--- src/rtl/snn_layer_tm_if.sv ---
// Step handshake, weight-write port and spike I/O of one time-multiplexed LIF layer.
interface snn_layer_tm_if #(
    parameter int unsigned N_IN   = 3,
    parameter int unsigned N_OUT  = 3,
    parameter int unsigned V_SIZE = 8
) ();
    localparam int unsigned IW = (N_IN  > 1) ? $clog2(N_IN)  : 1;
    localparam int unsigned JW = (N_OUT > 1) ? $clog2(N_OUT) : 1;

    logic                     w_we;
    logic [IW-1:0]            w_addr_in;
    logic [JW-1:0]            w_addr_out;
    logic signed [V_SIZE-1:0] w_data;
    logic                     step_valid;
    logic                     step_ready;
    logic [N_IN-1:0]          spike_in;
    logic                     out_valid;
    logic [N_OUT-1:0]         spike_out;

    modport master (
        output w_we, w_addr_in, w_addr_out, w_data, step_valid, spike_in,
        input  step_ready, out_valid, spike_out
    );

    modport slave (
        input  w_we, w_addr_in, w_addr_out, w_data, step_valid, spike_in,
        output step_ready, out_valid, spike_out
    );
endinterface

--- src/rtl/snn_layer_tm.sv ---
// Leaky-integrate-and-fire layer: N_OUT neurons share one accumulate/update datapath,
// one input per cycle, weights held in a runtime-writable register file.
module snn_layer_tm #(
    parameter int unsigned N_IN       = 3,
    parameter int unsigned N_OUT      = 3,
    parameter int unsigned V_SIZE     = 8,
    parameter int          THRESH     = 8,
    parameter int unsigned LEAK_SHIFT = 1,
    parameter int unsigned REFRAC     = 0
) (
    input  logic           clk,
    input  logic           rst,
    snn_layer_tm_if.slave  bus
);
    localparam int unsigned IW = (N_IN  > 1) ? $clog2(N_IN)  : 1;
    localparam int unsigned JW = (N_OUT > 1) ? $clog2(N_OUT) : 1;
    localparam int unsigned AW = V_SIZE + $clog2(N_IN) + 1;
    localparam int unsigned SW = AW + 2;
    localparam int unsigned RW = 8;

    localparam logic signed [SW-1:0]     V_MAX = SW'((2 ** (V_SIZE - 1)) - 1);
    localparam logic signed [SW-1:0]     V_MIN = SW'(-(2 ** (V_SIZE - 1)));
    localparam logic signed [V_SIZE-1:0] TH    = V_SIZE'(THRESH);
    localparam logic [IW-1:0]            I_LAST = IW'(N_IN - 1);
    localparam logic [JW-1:0]            J_LAST = JW'(N_OUT - 1);

    typedef enum logic [1:0] {S_IDLE, S_ACCUM, S_UPDATE, S_DONE} state_t;

    state_t                   state;
    logic                     ready;
    logic                     out_valid_q;
    logic [N_OUT-1:0]         spike_out_q;
    logic [N_OUT-1:0]         spike_nxt;
    logic [N_IN-1:0]          spike_in_q;
    logic [IW-1:0]            i_idx;
    logic [JW-1:0]            j_idx;
    logic signed [AW-1:0]     acc;
    logic signed [V_SIZE-1:0] w   [N_IN][N_OUT];
    logic signed [V_SIZE-1:0] v   [N_OUT];
    logic [RW-1:0]            refc [N_OUT];

    // Pre-write copy of a weight written on the accepting edge, so that step sees the old value
    logic                     byp_valid;
    logic [IW-1:0]            byp_i;
    logic [JW-1:0]            byp_j;
    logic signed [V_SIZE-1:0] byp_w;

    logic                     wr_hit;
    logic signed [V_SIZE-1:0] w_rd;
    logic signed [V_SIZE-1:0] w_term;
    logic signed [V_SIZE-1:0] v_cur;
    logic signed [V_SIZE-1:0] leak;
    logic signed [SW-1:0]     v_sum;
    logic signed [V_SIZE-1:0] v_sat;
    logic                     fire;

    // Weight read, leak/integrate with saturation, and threshold compare for the current neuron
    always_comb begin
        wr_hit = bus.w_we && ready
                 && (32'(bus.w_addr_in)  < 32'(N_IN))
                 && (32'(bus.w_addr_out) < 32'(N_OUT));
        w_rd   = w[i_idx][j_idx];
        if (byp_valid && (byp_i == i_idx) && (byp_j == j_idx)) begin
            w_rd = byp_w;
        end
        w_term = spike_in_q[i_idx] ? w_rd : '0;
        v_cur  = v[j_idx];
        leak   = v_cur >>> LEAK_SHIFT;
        v_sum  = SW'(v_cur) - SW'(leak) + SW'(acc);
        if (v_sum > V_MAX) begin
            v_sat = V_SIZE'(V_MAX);
        end else if (v_sum < V_MIN) begin
            v_sat = V_SIZE'(V_MIN);
        end else begin
            v_sat = V_SIZE'(v_sum);
        end
        fire = (v_sat >= TH);
    end

    // Step FSM, weight file, membrane and refractory state
    always_ff @(posedge clk) begin
        if (rst) begin
            state       <= S_IDLE;
            ready       <= 1'b1;
            out_valid_q <= 1'b0;
            spike_out_q <= '0;
            spike_nxt   <= '0;
            spike_in_q  <= '0;
            i_idx       <= '0;
            j_idx       <= '0;
            acc         <= '0;
            byp_valid   <= 1'b0;
            byp_i       <= '0;
            byp_j       <= '0;
            byp_w       <= '0;
            for (int a = 0; a < N_IN; a++) begin
                for (int b = 0; b < N_OUT; b++) begin
                    w[a][b] <= '0;
                end
            end
            for (int b = 0; b < N_OUT; b++) begin
                v[b]    <= '0;
                refc[b] <= '0;
            end
        end else begin
            out_valid_q <= 1'b0;
            if (wr_hit) begin
                w[bus.w_addr_in][bus.w_addr_out] <= bus.w_data;
            end
            case (state)
                S_IDLE: begin
                    if (bus.step_valid) begin
                        spike_in_q <= bus.spike_in;
                        i_idx      <= '0;
                        j_idx      <= '0;
                        acc        <= '0;
                        ready      <= 1'b0;
                        byp_valid  <= wr_hit;
                        if (wr_hit) begin
                            byp_i <= bus.w_addr_in;
                            byp_j <= bus.w_addr_out;
                            byp_w <= w[bus.w_addr_in][bus.w_addr_out];
                        end
                        state <= S_ACCUM;
                    end
                end
                S_ACCUM: begin
                    acc <= acc + AW'(w_term);
                    if (i_idx == I_LAST) begin
                        state <= S_UPDATE;
                    end else begin
                        i_idx <= i_idx + 1'b1;
                    end
                end
                S_UPDATE: begin
                    if (refc[j_idx] != '0) begin
                        refc[j_idx]      <= refc[j_idx] - 1'b1;
                        v[j_idx]         <= '0;
                        spike_nxt[j_idx] <= 1'b0;
                    end else if (fire) begin
                        spike_nxt[j_idx] <= 1'b1;
                        v[j_idx]         <= '0;
                        refc[j_idx]      <= RW'(REFRAC);
                    end else begin
                        v[j_idx]         <= v_sat;
                        spike_nxt[j_idx] <= 1'b0;
                    end
                    if (j_idx == J_LAST) begin
                        state <= S_DONE;
                    end else begin
                        j_idx <= j_idx + 1'b1;
                        i_idx <= '0;
                        acc   <= '0;
                        state <= S_ACCUM;
                    end
                end
                S_DONE: begin
                    spike_out_q <= spike_nxt;
                    out_valid_q <= 1'b1;
                    ready       <= 1'b1;
                    state       <= S_IDLE;
                end
                default: begin
                    state <= S_IDLE;
                    ready <= 1'b1;
                end
            endcase
        end
    end

    assign bus.step_ready = ready;
    assign bus.out_valid  = out_valid_q;
    assign bus.spike_out  = spike_out_q;
endmodule

--- src/flat_wrapper.sv ---
// flat-port wrapper written by rule: the top's interface ports become plain ports
module snn_layer_tm_flat 
#(
    parameter int unsigned N_IN       = 3,
    parameter int unsigned N_OUT      = 3,
    parameter int unsigned V_SIZE     = 8,
    parameter int          THRESH     = 8,
    parameter int unsigned LEAK_SHIFT = 1,
    parameter int unsigned REFRAC     = 0
)
  (clk, rst, bus_w_we, bus_w_addr_in, bus_w_addr_out, bus_w_data, bus_step_valid, bus_spike_in, bus_step_ready, bus_out_valid, bus_spike_out);
  snn_layer_tm_if #(.N_IN(N_IN), .N_OUT(N_OUT), .V_SIZE(V_SIZE)) bus_i ();
  input  logic clk;
  input  logic rst;
  input wire logic [$bits(bus_i.w_we)-1:0] bus_w_we;
  input wire logic [$bits(bus_i.w_addr_in)-1:0] bus_w_addr_in;
  input wire logic [$bits(bus_i.w_addr_out)-1:0] bus_w_addr_out;
  input wire logic [$bits(bus_i.w_data)-1:0] bus_w_data;
  input wire logic [$bits(bus_i.step_valid)-1:0] bus_step_valid;
  input wire logic [$bits(bus_i.spike_in)-1:0] bus_spike_in;
  output wire logic [$bits(bus_i.step_ready)-1:0] bus_step_ready;
  output wire logic [$bits(bus_i.out_valid)-1:0] bus_out_valid;
  output wire logic [$bits(bus_i.spike_out)-1:0] bus_spike_out;
  assign bus_i.w_we = bus_w_we;
  assign bus_i.w_addr_in = bus_w_addr_in;
  assign bus_i.w_addr_out = bus_w_addr_out;
  assign bus_i.w_data = bus_w_data;
  assign bus_i.step_valid = bus_step_valid;
  assign bus_i.spike_in = bus_spike_in;
  assign bus_step_ready = bus_i.step_ready;
  assign bus_out_valid = bus_i.out_valid;
  assign bus_spike_out = bus_i.spike_out;
  snn_layer_tm #(.N_IN(N_IN), .N_OUT(N_OUT), .V_SIZE(V_SIZE), .THRESH(THRESH), .LEAK_SHIFT(LEAK_SHIFT), .REFRAC(REFRAC)) u_core (.clk(clk), .rst(rst), .bus(bus_i));
endmodule
--- config.mk ---
export PLATFORM = sky130hd
export DESIGN_NAME = snn_layer_tm_flat
export DESIGN_NICKNAME = d
export VERILOG_FILES = /design/src/rtl/snn_layer_tm_if.sv /design/src/rtl/snn_layer_tm.sv /design/src/flat_wrapper.sv
export SDC_FILE = /design/constraint.sdc
export NUM_CORES = 1
export LEC_CHECK = 0
export BUFFER_PORTS_ARGS = -buffer_cell sky130_fd_sc_hd__buf_4
export CORE_MARGIN = 5
export CORE_UTILIZATION = 57
export DETAILED_ROUTE_END_ITERATION = 6
export PLACE_DENSITY_LB_ADDON = 0.25
export RECOVER_POWER = 25
export SKIP_LAST_GASP = 1
export SLEW_MARGIN = 40
export SYNTH_ARGS = -nofsm -noshare
export SYNTH_HDL_FRONTEND = slang
export SYNTH_SLANG_ARGS = --single-unit
--- constraint.sdc ---
create_clock -name clk -period 5 [get_ports clk]
set_input_delay 0.5 -clock clk [delete_from_list [all_inputs] [get_ports clk]]
set_output_delay 0.5 -clock clk [all_outputs]
set_load 0.02 [all_outputs]
After elaboration in Yosys (flattened, before gate mapping)
Memory sizes are Yosys's and may differ from the RTL's. A register that Yosys moved wholly into a read port is not among the register bits. Index checks and enable logic that the tools add are counted.

Input port bits: 19. Memories kept: 3. Logic and storage cells: 145. RAM bits: 120. Register bits: 41.

Bitwise gates (word level): 8. Reduce and logical (&&, ||, !) cells: 22. Order comparisons: 11. Add/subtract/negate cells: 6. Eq/ne operators: 11. Muxes and demuxes: 71.

Memory list: u_core.w (words 3, width 24, rd ports 2, clocked after Yosys merged registers in 1, write ports 3, line snn_layer_tm.sv:38) `logic signed [V_SIZE-1:0] w [N_IN][N_OUT];`; u_core.refc (words 3, width 8, rd ports 1, clocked after Yosys merged registers in 1, write ports 3, line snn_layer_tm.sv:40) `logic [RW-1:0] refc [N_OUT];`; u_core.v (words 3, width 8, rd ports 1, clocked after Yosys merged registers in 1, write ports 3, line snn_layer_tm.sv:39) `logic signed [V_SIZE-1:0] v [N_OUT];`.

Operators by type and width (count): $mux 8 (14); $mux 24 (3); $pmux 11 s3 (1); $bmux 8 s2 (2); $mux 2 (16); $mux 1 (24); $reduce_or 24->1 (1); $mux 11 (2); $demux 8 s2 (1); $reduce_or 8->1 (2); $gt 13x8->1 const B (1); $lt 13x8->1 const B (1); $add 9x11->12 (1); $add 11x8->11 (1); $reduce_and 3->1 (3); $sub 8x7->9 (1); $eq 2x2->1 const B (4); $ge 8x5->1 const B (1); $pmux 2 s4 (1); $reduce_bool 8->1 (1); $sub 8x1->8 const B (1); $logic_and 1x1->1 (7); $ge 3x3->1 const B (2); $lt 2x3->1 const B (2); 24 further kinds (36).

Longest topological paths before layout
Depth after elaboration: 15. Gate-level depth with buffers: 19. Depth with buffers taken out: 16.

Worst setup path after synthesis
No wires, ideal clock.

Path type: reg2reg. From: reg (tool-made name). To: mem u_core.refc[2][0], enable pin. Setup time: 0.375 ns. Clock period less this slack: 5.002 ns. Path slack: -0.002 ns. Arrival time: 4.628 ns. Data required time: 4.625 ns. Cell stages (with the launch flop): 15. Cell sequence: dfxtp_1 > buf_2 > buf_1 > mux4_2 > fa_1 > inv_1 > ha_1 > a211oi_1 > o211ai_1 > a41o_1 > a211oi_1 > a211oi_2 > a41oi_1 > nor2b_1 > o21bai_1.

RTL lines (line): end, declared (snn_layer_tm.sv:40).

==> flow_summary.ini <==
[pwr]
ir_drop_v = 0.000304
power.switching_uw = 924
pwr-share-clk_pct = 40.1
comb_power_share_pct = 10.1
intPower_mw = 2.95
p_total_mw = 3.87
leakagePower_nw = 4.50
pwr_density_cell_nw_per_um2 = 326
seq_power_share_pct = 49.8
switching_share_pct = 23.9

[detailed_routing]
drt_wl_total_um = 24200
remaining_drc_errors = 0
first_iter_violations = 732
firstDrtPassIters = 5
wire_per_inst_um = 20.6
num_vias = 7107
met1Wirelength_um = 9910
via_per_inst = 6.06
drtAntennaViolNets = 0
met2_length_um = 12200
top_layer = met4
routed-wl-met3_um = 1420

[timing]
whs_ns = 0.231
worst_slew_pin_slew_ns = 2.39
slew_headroom_pct = -59.2
rsz0062_at_grt = no
finalCriticalPeriod_ns = 4.63
hold_violations = 0
max_freq_mhz = 216
post-route-period-util_pct = 92.6
slew_violations = 33
report.final.setup_viol = 0
finClkSkew_ns = 0.00918
tns_ns = 0
fin_ws_ns = 0.371

[yosys]
synth-compound-area-share_pct = 7.34
synthDistinctLibCells = 53
synth_top_cell_by_area = edfxtp_1
synthSimpleGateAreaFrac_pct = 12.7
async_flop_share_pct = 0
netlist_area_um2 = 10700
synth_xor_area_share_pct = 1.80
synth_area_leaders = edfxtp_1 45%, mux4_2 13%, dfxtp_1 8.4%
synthFlopType = edfxtp_1
synth_edf_count = 160
yosys-mux-area-fraction_pct = 16.2
ys_ff_latch = 205
synth.most_common_cell = edfxtp_1
synth_top_area_share_pct = 44.9
avgSynthCellArea_um2 = 12.2
syn_inst = 877
yosys_warnings = 0
synth_top_family_by_area = multiplexers
synthAdderAreaFrac_pct = 4.77
synth_common_cells = 160 x edfxtp_1, 147 x nor2_1, 64 x inv_1, 64 x mux4_2, 45 x dfxtp_1
synth-seq-area-share_pct = 53.4

[worst_setup_path]
crit_required_ns = 5.26
start_kind = register
crit_type = register to register
cp_slowest_stage_delay_ns = 0.58
path_cells = mux4_2, inv_1, fa_1, ha_1, nor2b_1, o31ai_1, a211oi_1, or3_1, a211oi_2, a41oi_1, buf_4, nor2b_1, o21bai_1, buf_4
arrival_ns = 4.89
critical-path-top-delay-family = compound AO/OA/AOI/OAI gates
cp-end-kind = register
cp_max_fo = 8
critPathBufInv = 3
slowest_stage = mux4_2

[floorplanning]
die_w_um = 147
fp.dieH_um = 147
coreArea_um2 = 18600
rows = 50
die_area_um2 = 21600
ios = 24
start_util_pct = 57.6

[clock_tree]
clock_path_buffers = 3
cts_sinks = 205
cts_made_buffers = 22
clk_latency_ns = 0.50
cts_root_buffer = clkbuf_16
cts_tree = built
path_clk_slew_ns = 0.06
ctsHoldBuffers = 0
htreeDepth = 1
cts_setup_buffers = 0

[global_route]
grt_pass1_wl_um = 39400
antenna_found_initial = 0
grt_max_degree = 56
grt.total_usage_pct = 22.9
first_global_vias = 7279
gr-total-overflow = 0

[final_layout]
fin_nets = 978
diodes = 0
syn_to_final_growth_pct = 11.0
fin_cells = 1172
finalInstanceArea_um2 = 11900
post-route-util_pct = 63.9
drive_above_1_share_pct = 15.6

[status]
status = finished, violations left
violations = max-capacitance violations, max-slew violations

[placement]
gp_congestion = 0.839
pre_cts_ws_ns = 0.200
dpl_cell_area_um2 = 11200
dpl.hpwl_um = 16900
portBuffers = 23
placed_cells = 1133

[flow_run]
max_cap_viol_count = 1

[worst_hold_path]
min_path_type = primary input to register
==> path summary, 6_finish.rpt <==
check	from	end	depth (start not counted)	slack (ns)
max	register	u_core.refc[2][7]$_SDFFCE_PN0P_	14	0.37
min	bus_spike_in[0]	u_core.spike_in_q[0]$_SDFFE_PP0P_	3	0.23
max reg2reg	register	u_core.refc[2][7]$_SDFFCE_PN0P_	14	0.37
min reg2reg	u_core.bus.spike_out[0]$_SDFFE_PP0P_	u_core.bus.spike_out[0]$_SDFFE_PP0P_	2	0.45
==> layout make-up <==
class                           count  area [µm²]
Clock buffer                       28         594
Clock inverter                     11        85.1
Fill cell                        1406        6710
Inverter                           64         240
Multi-Input combinational cell    587        4670
Sequential cell                   205        5710
Tap cell                          234         293
Timing Repair Buffer               43         282
==> layout by cell type (no fill, tap or decap), types with 16 or more instances in the layout <==
master / n
buf_4: 32
a21oi_1: 30
clkbuf_16: 23
ha_1: 28
mux2i_1: 28
nor3_1: 36
nand2_1: 43
clkbuf_1: 16
nor2_1: 147
conb_1: 24
mux4_2: 64
o22ai_1: 20
dfxtp_1: 44
inv_1: 64
edfxtp_1: 160
==> per-layer routing <==
metal / vias to the layer above / global-route usage (%)
met3: 37 / 3.08
met5: - / 0
li1: 3309 / -
met2: 224 / 39.7
met1: 3537 / 30.8
met4: 0 / 6.15
==> cells by family after synthesis <==
logic type	Yosys count
and+or+nand+nor	295
DFF	205
AOI/OAI and AO/OA	117
buffers and inverters	108
muxes	93
adders and majority gates	36
xor gates and xnor gates	22
other	1
==> power by group through the flow <==
stage	sequential, mW	combinational [mW]	clock [mW]
after floorplan	1.94	0.294	0
after global placement	1.96	0.384	0
after detailed placement	1.96	0.389	0
after CTS	1.92	0.392	1.57
after global routing	1.93	0.432	1.64
final	1.93	0.392	1.55
==> registers in the layout, summed over array words and instances, names as in the netlist, named ones only <==
signal,count
u_core.state,2
u_core.acc,11
u_core.byp_valid,1
u_core.byp_j,2
u_core.refc,32
u_core.spike_in_q,3
u_core.bus.spike_out,3
u_core.byp_i,2
u_core.bus.out_valid,1
u_core.j_idx,2
u_core.i_idx,2
u_core.bus.step_ready,1
u_core.v,32
u_core.byp_w,8
u_core.w,96
==> worst min-delay path, stage by stage <==
cell     delay, ns
buf_4         0.08
mux2i_1       0.05
nor2_1        0.07
==> repair_timing <==
item                                    CTS  global route
gates resized for setup                   0             1
endpoints found under the setup margin    0            44
endpoints found under the hold margin     0             0
(Power assumes the default switching activity.)
